## config.mk

```make
export PLATFORM = sky130hd
export DESIGN_NAME = rs_mult
export DESIGN_NICKNAME = d
export VERILOG_FILES = /design/src/rtl/rs_mult.sv
export SDC_FILE = /design/constraint.sdc
export NUM_CORES = 1
export LEC_CHECK = 0
export CORE_MARGIN = 2
export CORE_UTILIZATION = 33
export DETAILED_ROUTE_END_ITERATION = 12
export GPL_TIMING_DRIVEN = 0
export HOLD_SLACK_MARGIN = 0.12
export SLEW_MARGIN = 40
export SYNTH_ARGS = -nofsm -noshare
export SYNTH_HDL_FRONTEND = slang
export SYNTH_SLANG_ARGS = --single-unit
```

## constraint.sdc

```tcl
create_clock -name clk -period 9.4 [get_ports clk]
set_clock_uncertainty 0.15 [all_clocks]
set_input_delay 1.88 -clock clk [delete_from_list [all_inputs] [get_ports clk]]
set_output_delay 1.88 -clock clk [all_outputs]
set_load 0.005 [all_outputs]
```

## src/rtl/rs_mult.sv

```systemverilog
// rs_mult: reservation station for the sequential multiply FU (dispatch, CDB wakeup, single issue).
// Optional feature macro: RS_MULT_WAKE_BYPASS_EN (same-cycle CDB wakeup feeds select and mult_pkt directly).

package rs_mult_pkg;
    localparam int ROB_DEPTH = 16;
    localparam int ROB_TAG_W = $clog2(ROB_DEPTH);
    localparam int XLEN      = 32;

    typedef enum logic [1:0] {
        mul_op   = 2'd0,
        mulh_op  = 2'd1,
        mulsu_op = 2'd2,
        mulu_op  = 2'd3
    } mult_op_t;

    typedef struct packed {
        logic [XLEN-1:0] pc;
        logic [31:0]     insn;
    } rvfi_t;

    typedef struct packed {
        mult_op_t             op;
        logic [ROB_TAG_W-1:0] rob_tag;
        rvfi_t                rvfi;
        logic [XLEN-1:0]      rs1_v;
        logic [XLEN-1:0]      rs2_v;
    } fu_pkt_t;

    typedef struct packed {
        logic                 valid;
        logic [ROB_TAG_W-1:0] rob_tag;
        logic [XLEN-1:0]      data;
    } cdb_t;
endpackage

module rs_mult
    import rs_mult_pkg::*;
#(
    parameter int DEPTH     = 4,
    parameter int CDB_PORTS = 2
) (
    input  logic                   clk,
    input  logic                   rst,
    input  logic                   flush,
    input  logic                   stall,
    input  logic                   disp_valid,
    input  fu_pkt_t                disp_pkt,
    input  logic                   disp_rs1_rdy,
    input  logic                   disp_rs2_rdy,
    input  logic [ROB_TAG_W-1:0]   disp_rs1_tag,
    input  logic [ROB_TAG_W-1:0]   disp_rs2_tag,
    input  cdb_t                   cdb [CDB_PORTS],
    input  logic                   mult_busy,
    output logic                   mult_en,
    output fu_pkt_t                mult_pkt,
    output logic                   rs_full,
    output logic [$clog2(DEPTH):0] rs_count
);

    localparam int IDX_W   = $clog2(DEPTH);
    localparam int CNT_W   = IDX_W + 1;
    // Snoop slots: two per entry (rs1, rs2) followed by the two dispatch operands.
    localparam int NSNOOP  = 2 * (DEPTH + 1);
    localparam int DISP_S1 = 2 * DEPTH;
    localparam int DISP_S2 = 2 * DEPTH + 1;

    logic                 valid_reg   [DEPTH];
    logic                 rs1_rdy_reg [DEPTH];
    logic                 rs2_rdy_reg [DEPTH];
    logic [ROB_TAG_W-1:0] rs1_tag_reg [DEPTH];
    logic [ROB_TAG_W-1:0] rs2_tag_reg [DEPTH];
    fu_pkt_t              pkt_reg     [DEPTH];
    logic                 issued_reg;
    logic [CNT_W-1:0]     count_reg;

    logic [ROB_TAG_W-1:0] snoop_tag  [NSNOOP];
    logic                 snoop_hit  [NSNOOP];
    logic [XLEN-1:0]      snoop_data [NSNOOP];

    logic                 entry_ready [DEPTH];
    logic [IDX_W-1:0]     alloc_idx;
    logic [IDX_W-1:0]     sel_idx;
    logic                 cand_found;
    fu_pkt_t              sel_pkt;
    logic                 alloc_en;
    logic                 issue_en;
    fu_pkt_t              disp_cap;
    logic                 disp_rs1_now;
    logic                 disp_rs2_now;

    always_comb begin
        for (int i = 0; i < DEPTH; i++) begin
            snoop_tag[2*i]   = rs1_tag_reg[i];
            snoop_tag[2*i+1] = rs2_tag_reg[i];
        end
        snoop_tag[DISP_S1] = disp_rs1_tag;
        snoop_tag[DISP_S2] = disp_rs2_tag;
    end

    // CDB match per operand slot; scanning high to low lets the lowest port index win.
    genvar gi;
    for (gi = 0; gi < NSNOOP; gi++) begin : g_snoop
        always_comb begin
            snoop_hit[gi]  = 1'b0;
            snoop_data[gi] = '0;
            for (int p = CDB_PORTS - 1; p >= 0; p--) begin
                if (cdb[p].valid && (cdb[p].rob_tag == snoop_tag[gi])) begin
                    snoop_hit[gi]  = 1'b1;
                    snoop_data[gi] = cdb[p].data;
                end
            end
        end
    end

    // Free-slot search and full flag look only at registered valid bits.
    always_comb begin
        alloc_idx = '0;
        rs_full   = 1'b1;
        for (int i = DEPTH - 1; i >= 0; i--) begin
            if (!valid_reg[i]) begin
                alloc_idx = IDX_W'(i);
                rs_full   = 1'b0;
            end
        end
    end

    always_comb begin
        disp_cap     = disp_pkt;
        disp_rs1_now = disp_rs1_rdy;
        disp_rs2_now = disp_rs2_rdy;
        if (!disp_rs1_rdy && snoop_hit[DISP_S1]) begin
            disp_rs1_now   = 1'b1;
            disp_cap.rs1_v = snoop_data[DISP_S1];
        end
        if (!disp_rs2_rdy && snoop_hit[DISP_S2]) begin
            disp_rs2_now   = 1'b1;
            disp_cap.rs2_v = snoop_data[DISP_S2];
        end
    end

    always_comb begin
        for (int i = 0; i < DEPTH; i++) begin
`ifdef RS_MULT_WAKE_BYPASS_EN
            entry_ready[i] = valid_reg[i]
                           && (rs1_rdy_reg[i] || snoop_hit[2*i])
                           && (rs2_rdy_reg[i] || snoop_hit[2*i+1]);
`else
            entry_ready[i] = valid_reg[i] && rs1_rdy_reg[i] && rs2_rdy_reg[i];
`endif
        end
    end

    always_comb begin
        cand_found = 1'b0;
        sel_idx    = '0;
        sel_pkt    = '0;
        for (int i = DEPTH - 1; i >= 0; i--) begin
            if (entry_ready[i]) begin
                cand_found = 1'b1;
                sel_idx    = IDX_W'(i);
                sel_pkt    = pkt_reg[i];
`ifdef RS_MULT_WAKE_BYPASS_EN
                if (!rs1_rdy_reg[i]) sel_pkt.rs1_v = snoop_data[2*i];
                if (!rs2_rdy_reg[i]) sel_pkt.rs2_v = snoop_data[2*i+1];
`endif
            end
        end
    end

    // issued_reg masks the cycle before the FU's registered busy becomes visible.
    assign alloc_en = disp_valid && !rs_full && !rst && !flush;
    assign issue_en = cand_found && !mult_busy && !stall && !flush && !issued_reg && !rst;

    always_comb begin
        mult_en  = issue_en;
        mult_pkt = '0;
        if (issue_en) begin
            mult_pkt = sel_pkt;
        end
    end

    for (gi = 0; gi < DEPTH; gi++) begin : g_entry
        logic alloc_here;
        logic issue_here;
        assign alloc_here = alloc_en && (alloc_idx == IDX_W'(gi));
        assign issue_here = issue_en && (sel_idx == IDX_W'(gi));

        always_ff @(posedge clk) begin
            if (rst || flush) begin
                valid_reg[gi]   <= 1'b0;
                rs1_rdy_reg[gi] <= 1'b0;
                rs2_rdy_reg[gi] <= 1'b0;
            end else if (alloc_here) begin
                valid_reg[gi]   <= 1'b1;
                rs1_rdy_reg[gi] <= disp_rs1_now;
                rs2_rdy_reg[gi] <= disp_rs2_now;
                rs1_tag_reg[gi] <= disp_rs1_tag;
                rs2_tag_reg[gi] <= disp_rs2_tag;
                pkt_reg[gi]     <= disp_cap;
            end else if (valid_reg[gi]) begin
                if (issue_here) begin
                    valid_reg[gi] <= 1'b0;
                end
                if (!rs1_rdy_reg[gi] && snoop_hit[2*gi]) begin
                    rs1_rdy_reg[gi]   <= 1'b1;
                    pkt_reg[gi].rs1_v <= snoop_data[2*gi];
                end
                if (!rs2_rdy_reg[gi] && snoop_hit[2*gi+1]) begin
                    rs2_rdy_reg[gi]   <= 1'b1;
                    pkt_reg[gi].rs2_v <= snoop_data[2*gi+1];
                end
            end
        end
    end

    // Count tracks the valid bits exactly, so it reads as their popcount.
    always_ff @(posedge clk) begin
        if (rst || flush) begin
            count_reg  <= '0;
            issued_reg <= 1'b0;
        end else begin
            count_reg  <= count_reg + CNT_W'(alloc_en) - CNT_W'(issue_en);
            issued_reg <= issue_en;
        end
    end

    assign rs_count = count_reg;

    always_ff @(posedge clk) begin
        if (!rst && !flush && disp_valid) begin
            assert (!rs_full)
            else $warning("rs_mult: dispatch dropped, station full");
        end
    end

endmodule

```

==> results.py, run 1 <==
metrics = {
    "run_status": {
        "run_status": "finished clean",
    },
    "power_and_ir_drop": {
        "comb_power_share": 0.070,
        "total_power_mw": 5.89,
        "power.density_nw_per_um2": 167,
        "netSwitchingPower_mw": 1.34,
        "power_frac_clock": 0.435,
        "internal_power_mw": 4.55,
        "seqPwrFrac": 0.494,
        "peakVddDrop_uv": 110,
        "sw_frac_of_total": 0.228,
        "p_leak_nw": 11.9,
    },
    "floorplan": {
        "die-height_um": 297,
        "die_w_um": 297,
        "io_pins": 363,
        "initial_core_util": 0.333,
        "die_area_sq_um": 88400,
        "core_sq_um": 85100,
        "rows": 107,
    },
    "sta": {
        "finalCritPeriodShare": 0.791,
        "setup-tns-final_ns": 0,
        "setup_viol_count_final": 0,
        "worstMarginPinSlew_ns": 0.949,
        "slew_headroom": 0.366,
        "slew_viol_final": 0,
        "final_hold_viol_count": 0,
        "rsz0062_at_grt": "false",
        "fmax_ghz": 0.134,
        "fin_crit_ns": 7.44,
        "setup_ws_ns": 1.96,
    },
    "logic_synthesis": {
        "synth-edff-count": 580,
        "synth-main-ff-cell": "edfxtp_1",
        "ys_types": 45,
        "avgSynthCellArea_sq_um": 14.0,
        "synthesis.nets": 2260,
        "yosysSeqAreaShare": 0.617,
        "ys_seq_elements": 584,
        "synth_area_sq_um": 28400,
        "ys_warn_count": 0,
        "synth_cells": 2033,
        "async_reset_ff_frac": 0,
    },
    "critical_path": {
        "path_buf_inv": 4,
        "rr_worst_depth": 14,
        "max_stage_delay_ns": 0.79,
        "crit_type": "in2out",
        "critPathMostFrequentCell": "clkdlybuf4s50_1",
        "cp_cell_sequence": "clkdlybuf4s50_1 > or2_2 > nor4_2 > o21ai_4 > buf_6 > clkbuf_1 > nor3_1 > clkdlybuf4s50_1",
        "cp_data_arrival_time_ns": 5.41,
        "worst-path-stages": 8,
        "crit_path_start_kind": "input pin",
        "setup.worst_path.end_class": "primary output",
        "crit_family": "buffers and inverters",
        "path_max_fanout": 10,
        "worstPathRequired_ns": 7.37,
        "slowest_stage": "nor3_1",
    },
    "place": {
        "routabilityCongestion": 0.863,
        "post-place-ws_ns": 1.75,
        "detailed_place.area_sq_um": 33100,
        "post-dp-hpwl_um": 72400,
        "io_buffer_count": 291,
    },
    "global_routing": {
        "grtUsageTotal": 0.227,
        "grt_antenna_before_repair": 12,
        "grt-ovfl-total": 0,
        "grt_pass1_vias": 21371,
        "grt_start_max_net_pins": 60,
        "grt_pass1_wl_um": 148000,
    },
    "clock_network": {
        "clock-sinks": 584,
        "cts_tree": "built",
        "insertion_delay_ns": 0.60,
        "cts_hold_buffers": 0,
        "cts_root_buf": "clkbuf_16",
        "htree_levels": 3,
        "path_clk_slew_ns": 0.05,
        "cts_buffer_depth": 3,
        "cts_buffers": 68,
        "cts_setup_buffers": 0,
        "cts_resized": 0,
    },
    "layout": {
        "final_util": 0.415,
        "drive_gt1_frac": 0.0899,
        "largest_reg_flops": 536,
        "fill_cells": 7897,
        "nets": 2638,
        "syn2layout_area_growth_pct": 24.4,
        "fin_area_sq_um": 35300,
    },
    "drt": {
        "first_iter_violations": 2206,
        "remaining_drc_errors": 0,
        "vias": 21113,
        "ant_nets": 0,
        "wl_per_cell_um": 28.9,
        "dr.pass1.iters": 6,
        "drt_wl_total_um": 104000,
        "avgViaCountPerCell": 5.86,
    },
    "job": {
        "cap_violations": 0,
    },
    "hold_path": {
        "worstHoldPathCells": 2,
        "hold_path.class": "reg2reg",
    },
}
## power groups by stage
stage | Sequential (mW) | Clock [mW] | Combinational (mW)
after floorplan | 2.97 | 0 | 0.223
after global placement | 2.97 | 0 | 0.387
after detailed placement | 2.97 | 0 | 0.407
after CTS | 2.91 | 2.60 | 0.410
after global routing | 2.91 | 2.70 | 0.443
final | 2.91 | 2.56 | 0.415
## cell type report
| type | count | area, sq um | share of cell area |
|---|---|---|---|
| antenna | 3 | 7.51 | 0.000213 |
| buffer | 245 | 1080 | 0.0307 |
| clock buffer | 81 | 1790 | 0.0508 |
| clock inverter | 35 | 327 | 0.00925 |
| inverter | 16 | 90.1 | 0.00255 |
| multi-input combinational | 1188 | 9870 | 0.280 |
| sequential | 584 | 17500 | 0.496 |
| tap | 1144 | 1430 | 0.0405 |
| timing repair buffer | 308 | 3190 | 0.0905 |
## per-stage QoR
stage,instances,hold WS [ns]
finish,3604,0.452
global route,3601,0.484
CTS,3598,0.451
detailed placement,3482,0.439
global placement,3468,0.416
floorplan,2033,0.399
## worst paths after layout
path	to	slack, ns	start
worst max register to register	rs_count[2]	4.71	valid_reg[0]
worst min-delay path	rs_count[0]	0.45	rs_count[0]
worst max-delay path	mult_pkt[30]	1.96	flush
worst min register to register	rs_count[0]	0.45	rs_count[0]
## layout by cell type (no fill, tap or decap), types with 3 or more instances in the layout
cell,count
nor2_1,8
o22ai_1,198
buf_4,9
nor4_4,10
or2_2,3
clkinv_2,7
or3_1,11
clkbuf_2,21
inv_1,9
o21ai_0,8
a31oi_1,8
clkinv_1,10
clkbuf_1,119
buf_16,5
a222oi_1,63
buf_2,39
nand3_1,14
edfxtp_1,580
a221oi_1,134
mux2i_1,448
nand2_1,22
xnor2_1,25
bufinv_16,4
inv_2,3
buf_6,12
dfxtp_1,4
buf_1,64
diode_2,3
nor2b_1,3
inv_8,4
nand2_4,8
buf_12,4
xor2_1,51
nor3_1,144
clkbuf_16,70
clkdlybuf4s50_1,291
inv_6,4
nand2b_1,3
clkinvlp_4,6
## cells by family after synthesis
family          count (synthesis)  share of synthesized area
simple gates                  238                     0.0470
mux                           448                      0.158
flops                         584                      0.617
buf+inv                       261                     0.0395
compound gates                423                      0.114
xor+xnor                       76                     0.0235
fa+ha+maj                       3                    0.00159
## layer usage
metal | up-vias | part of all wire | GRT usage
li1 | 9074 | - | -
met2 | 1127 | 0.47 | 0.371
met4 | 16 | 0.031 | 0.0772
met1 | 10702 | 0.40 | 0.295
met5 | - | 0.00093 | 0
met3 | 194 | 0.091 | 0.0564
## Yosys cell counts, types with 3 or more instances
cell | n | share of area
inv_1 | 13 | 0.0017
o21ai_0 | 8 | 0.0014
dfxtp_1 | 4 | 0.0028
or3_1 | 11 | 0.0024
nand3_1 | 14 | 0.0025
a31oi_1 | 8 | 0.0018
xor2_1 | 51 | 0.016
nand2_1 | 30 | 0.0040
inv_2 | 3 | 0.00040
buf_1 | 64 | 0.0085
clkbuf_1 | 128 | 0.017
a222oi_1 | 63 | 0.022
mux2i_1 | 448 | 0.16
xnor2_1 | 25 | 0.0077
buf_2 | 37 | 0.0065
or2_2 | 3 | 0.00066
nor2_1 | 9 | 0.0012
buf_4 | 7 | 0.0019
nor2b_1 | 3 | 0.00066
nand2b_1 | 3 | 0.00066
o22ai_1 | 198 | 0.044
nor4_4 | 8 | 0.0060
a221oi_1 | 134 | 0.041
buf_6 | 9 | 0.0036
edfxtp_1 | 580 | 0.61
nor3_1 | 145 | 0.026
## tightest hold or removal path, delay by kind of cell, from the launching register on
family	cells	cell delay, ns
adder cells (fa/ha/maj)	1	0.13
flip-flops	1	0.34
AND/OR/NAND/NOR	1	0.10
No activity file was read; power rests on OpenSTA's default activity.
==> run 2, diff against run 1 <==
==> constraint.sdc (replaced) <==
create_clock -name clk -period 7.53 [get_ports clk]
set_clock_uncertainty 0.15 [all_clocks]
set_input_delay 1.506 -clock clk [delete_from_list [all_inputs] [get_ports clk]]
set_output_delay 1.506 -clock clk [all_outputs]
set_load 0.005 [all_outputs]
==> results of run 2 <==
The final DEF is identical to that of run 1. Status: finished clean.
Among the figures that moved: setup slack after placement 1.75 ns -> 0.627 ns; setup slack after layout 1.96 ns -> 0.843 ns; register-to-register setup slack 4.71 ns -> 2.84 ns; total power 5.89 mW -> 7.36 mW; worst IR drop on VDD 110 uV -> 137 uV
==> run 3, diff against run 2 <==
--- a/config.mk
+++ b/config.mk
@@ -10,6 +10,7 @@
 export DETAILED_ROUTE_END_ITERATION = 12
 export GPL_TIMING_DRIVEN = 0
 export HOLD_SLACK_MARGIN = 0.12
+export REMOVE_ABC_BUFFERS = 1
 export SLEW_MARGIN = 40
 export SYNTH_ARGS = -nofsm -noshare
 export SYNTH_HDL_FRONTEND = slang
==> constraint.sdc (replaced) <==
create_clock -name clk -period 7.53 [get_ports clk]
set_clock_uncertainty 0.15 [all_clocks]
set_input_delay 1.1295 -clock clk [delete_from_list [all_inputs] [get_ports clk]]
set_output_delay 1.1295 -clock clk [all_outputs]
set_load 0.005 [all_outputs]
==> run 3 against run 2 <==
  * Global-route usage shrank 0.73 points
  * Power grew 0.97%
  * Sequential power about the same
  * First-iteration DRC count is 2.0% higher
  * Critical path depth stayed put
==> results.py, run 3 (synthesized netlist as in run 1, its figures left out) <==
metrics = {
    "run_status": {
        "run_status": "finished clean",
    },
    "clock_network": {
        "htree_levels": 3,
        "cts_buffers": 68,
        "cts_root_buf": "clkbuf_16",
        "cts_setup_buffers": 0,
        "cts_tree": "built",
        "cts_resized": 0,
        "cts_hold_buffers": 0,
        "cts_buffer_depth": 3,
        "path_clk_slew_ns": 0.06,
        "insertion_delay_ns": 0.60,
        "clock-sinks": 584,
    },
    "power_and_ir_drop": {
        "power.density_nw_per_um2": 202,
        "peakVddDrop_uv": 129,
        "total_power_mw": 7.43,
        "p_leak_nw": 12.6,
    },
    "critical_path": {
        "worstPathRequired_ns": 6.25,
        "cp_data_arrival_time_ns": 4.28,
        "cp_cell_sequence": "clkdlybuf4s50_1 > or2_2 > nor4_1 > o21ai_4 > buf_8 > buf_8 > nor3_1 > clkdlybuf4s50_1",
        "max_stage_delay_ns": 0.63,
        "setup.worst_path.end_class": "primary output",
        "path_max_fanout": 14,
        "crit_path_start_kind": "input pin",
        "path_buf_inv": 4,
        "crit_type": "in2out",
        "slowest_stage": "clkdlybuf4s50_1",
        "crit_family": "buffers and inverters",
    },
    "sta": {
        "finalCritPeriodShare": 0.738,
        "rsz0062_at_grt": "false",
        "fin_crit_ns": 5.56,
        "worstMarginPinSlew_ns": 0.787,
        "slew_headroom": 0.474,
        "slew_viol_final": 0,
        "fmax_ghz": 0.180,
        "setup_ws_ns": 1.97,
        "setup_viol_count_final": 0,
        "final_hold_viol_count": 0,
        "setup-tns-final_ns": 0,
    },
    "layout": {
        "largest_reg_flops": 536,
        "fill_cells": 7654,
        "syn2layout_area_growth_pct": 29.3,
        "drive_gt1_frac": 0.117,
        "mostFrequentLayoutCells": "edfxtp_1 (580), mux2i_1 (448), clkdlybuf4s50_1 (362)",
        "mostFrequentLayoutCell": "edfxtp_1",
        "final_util": 0.431,
        "nets": 2584,
    },
    "drt": {
        "ant_nets": 0,
        "drt_wl_total_um": 99900,
        "avgViaCountPerCell": 5.83,
        "dr.pass1.iters": 7,
        "vias": 20719,
        "first_iter_violations": 2251,
        "remaining_drc_errors": 0,
        "wl_per_cell_um": 28.1,
    },
    "global_routing": {
        "grt-ovfl-total": 0,
        "grt_antenna_before_repair": 9,
        "grtUsageTotal": 0.220,
        "grt_pass1_vias": 21426,
        "grt_start_max_net_pins": 63,
        "grt_pass1_wl_um": 145000,
    },
    "floorplan": {
        "rows": 107,
        "die_w_um": 297,
        "core_sq_um": 85100,
        "io_pins": 363,
        "die_area_sq_um": 88400,
        "initial_core_util": 0.333,
        "die-height_um": 297,
    },
    "place": {
        "post-dp-hpwl_um": 68500,
        "routabilityCongestion": 0.806,
        "post-place-ws_ns": 1.95,
        "io_buffer_count": 362,
    },
    "hold_path": {
        "hold_path.class": "reg2reg",
    },
    "job": {
        "cap_violations": 0,
    },
}
-- run 3: cell count changes in the layout (fill, tap and decap cells not counted), sizes merged --
cell and change:
clkinvlp -1, diode -1, buf +4, clkdlybuf4s50 +71, clkbuf -126, inv -2, bufinv +2, clkinv +5
-- run 3: through the flow --
step	hold slack, ns	std cells	instance area, sq um
after floorplan	0.399	1788	27300
after global placement	0.412	3294	32400
after detailed placement	0.430	3431	34500
after CTS	0.441	3554	36700
after global routing	0.475	3554	36700
final	0.437	3556	36700
-- run 3: where the power goes --
group	internal, mW	switching (mW)
registers	3.62	0.0140
logic	0.244	0.296
clock network	1.89	1.36
-- run 3: per-layer routing --
layer,part of all wire,track usage
met1,0.39,0.273
met4,0.037,0.0855
met3,0.076,0.0432
met5,0.0011,0
met2,0.49,0.377
-- run 3: final timing paths --
check	startpoint	to	slack, ns	depth (start not counted)
setup / recovery	flush	mult_pkt[8]	1.97	8
hold / removal	issued_reg	valid_reg[0]	0.44	1
setup reg to reg	valid_reg[0]	rs_count[2]	3.72	16
hold reg to reg	issued_reg	valid_reg[0]	0.44	1
-- run 3: area by class of cell --
type | instances | area [sq um] | share of cell area
flip-flops and latches | 584 | 17500 | 0.477
multi-input cells | 1188 | 9970 | 0.272
repair buffers | 499 | 5520 | 0.150
clock buffers | 84 | 1760 | 0.0480
well taps | 1144 | 1430 | 0.0390
clock inverters | 39 | 425 | 0.0116
inverters | 16 | 90.1 | 0.00245
diodes | 2 | 5.00 | 0.000136
-- run 3: worst register-to-register path, delay by kind of cell, from the launching register on --
kind                       cells  cell delay, ns
buffers and inverters          7            1.11
adders and majority gates      3            0.80
xor gates and xnor gates       2            0.31
DFF                            1            0.51
AOI/OAI and AO/OA              1            0.42
and+or+nand+nor                3            0.41
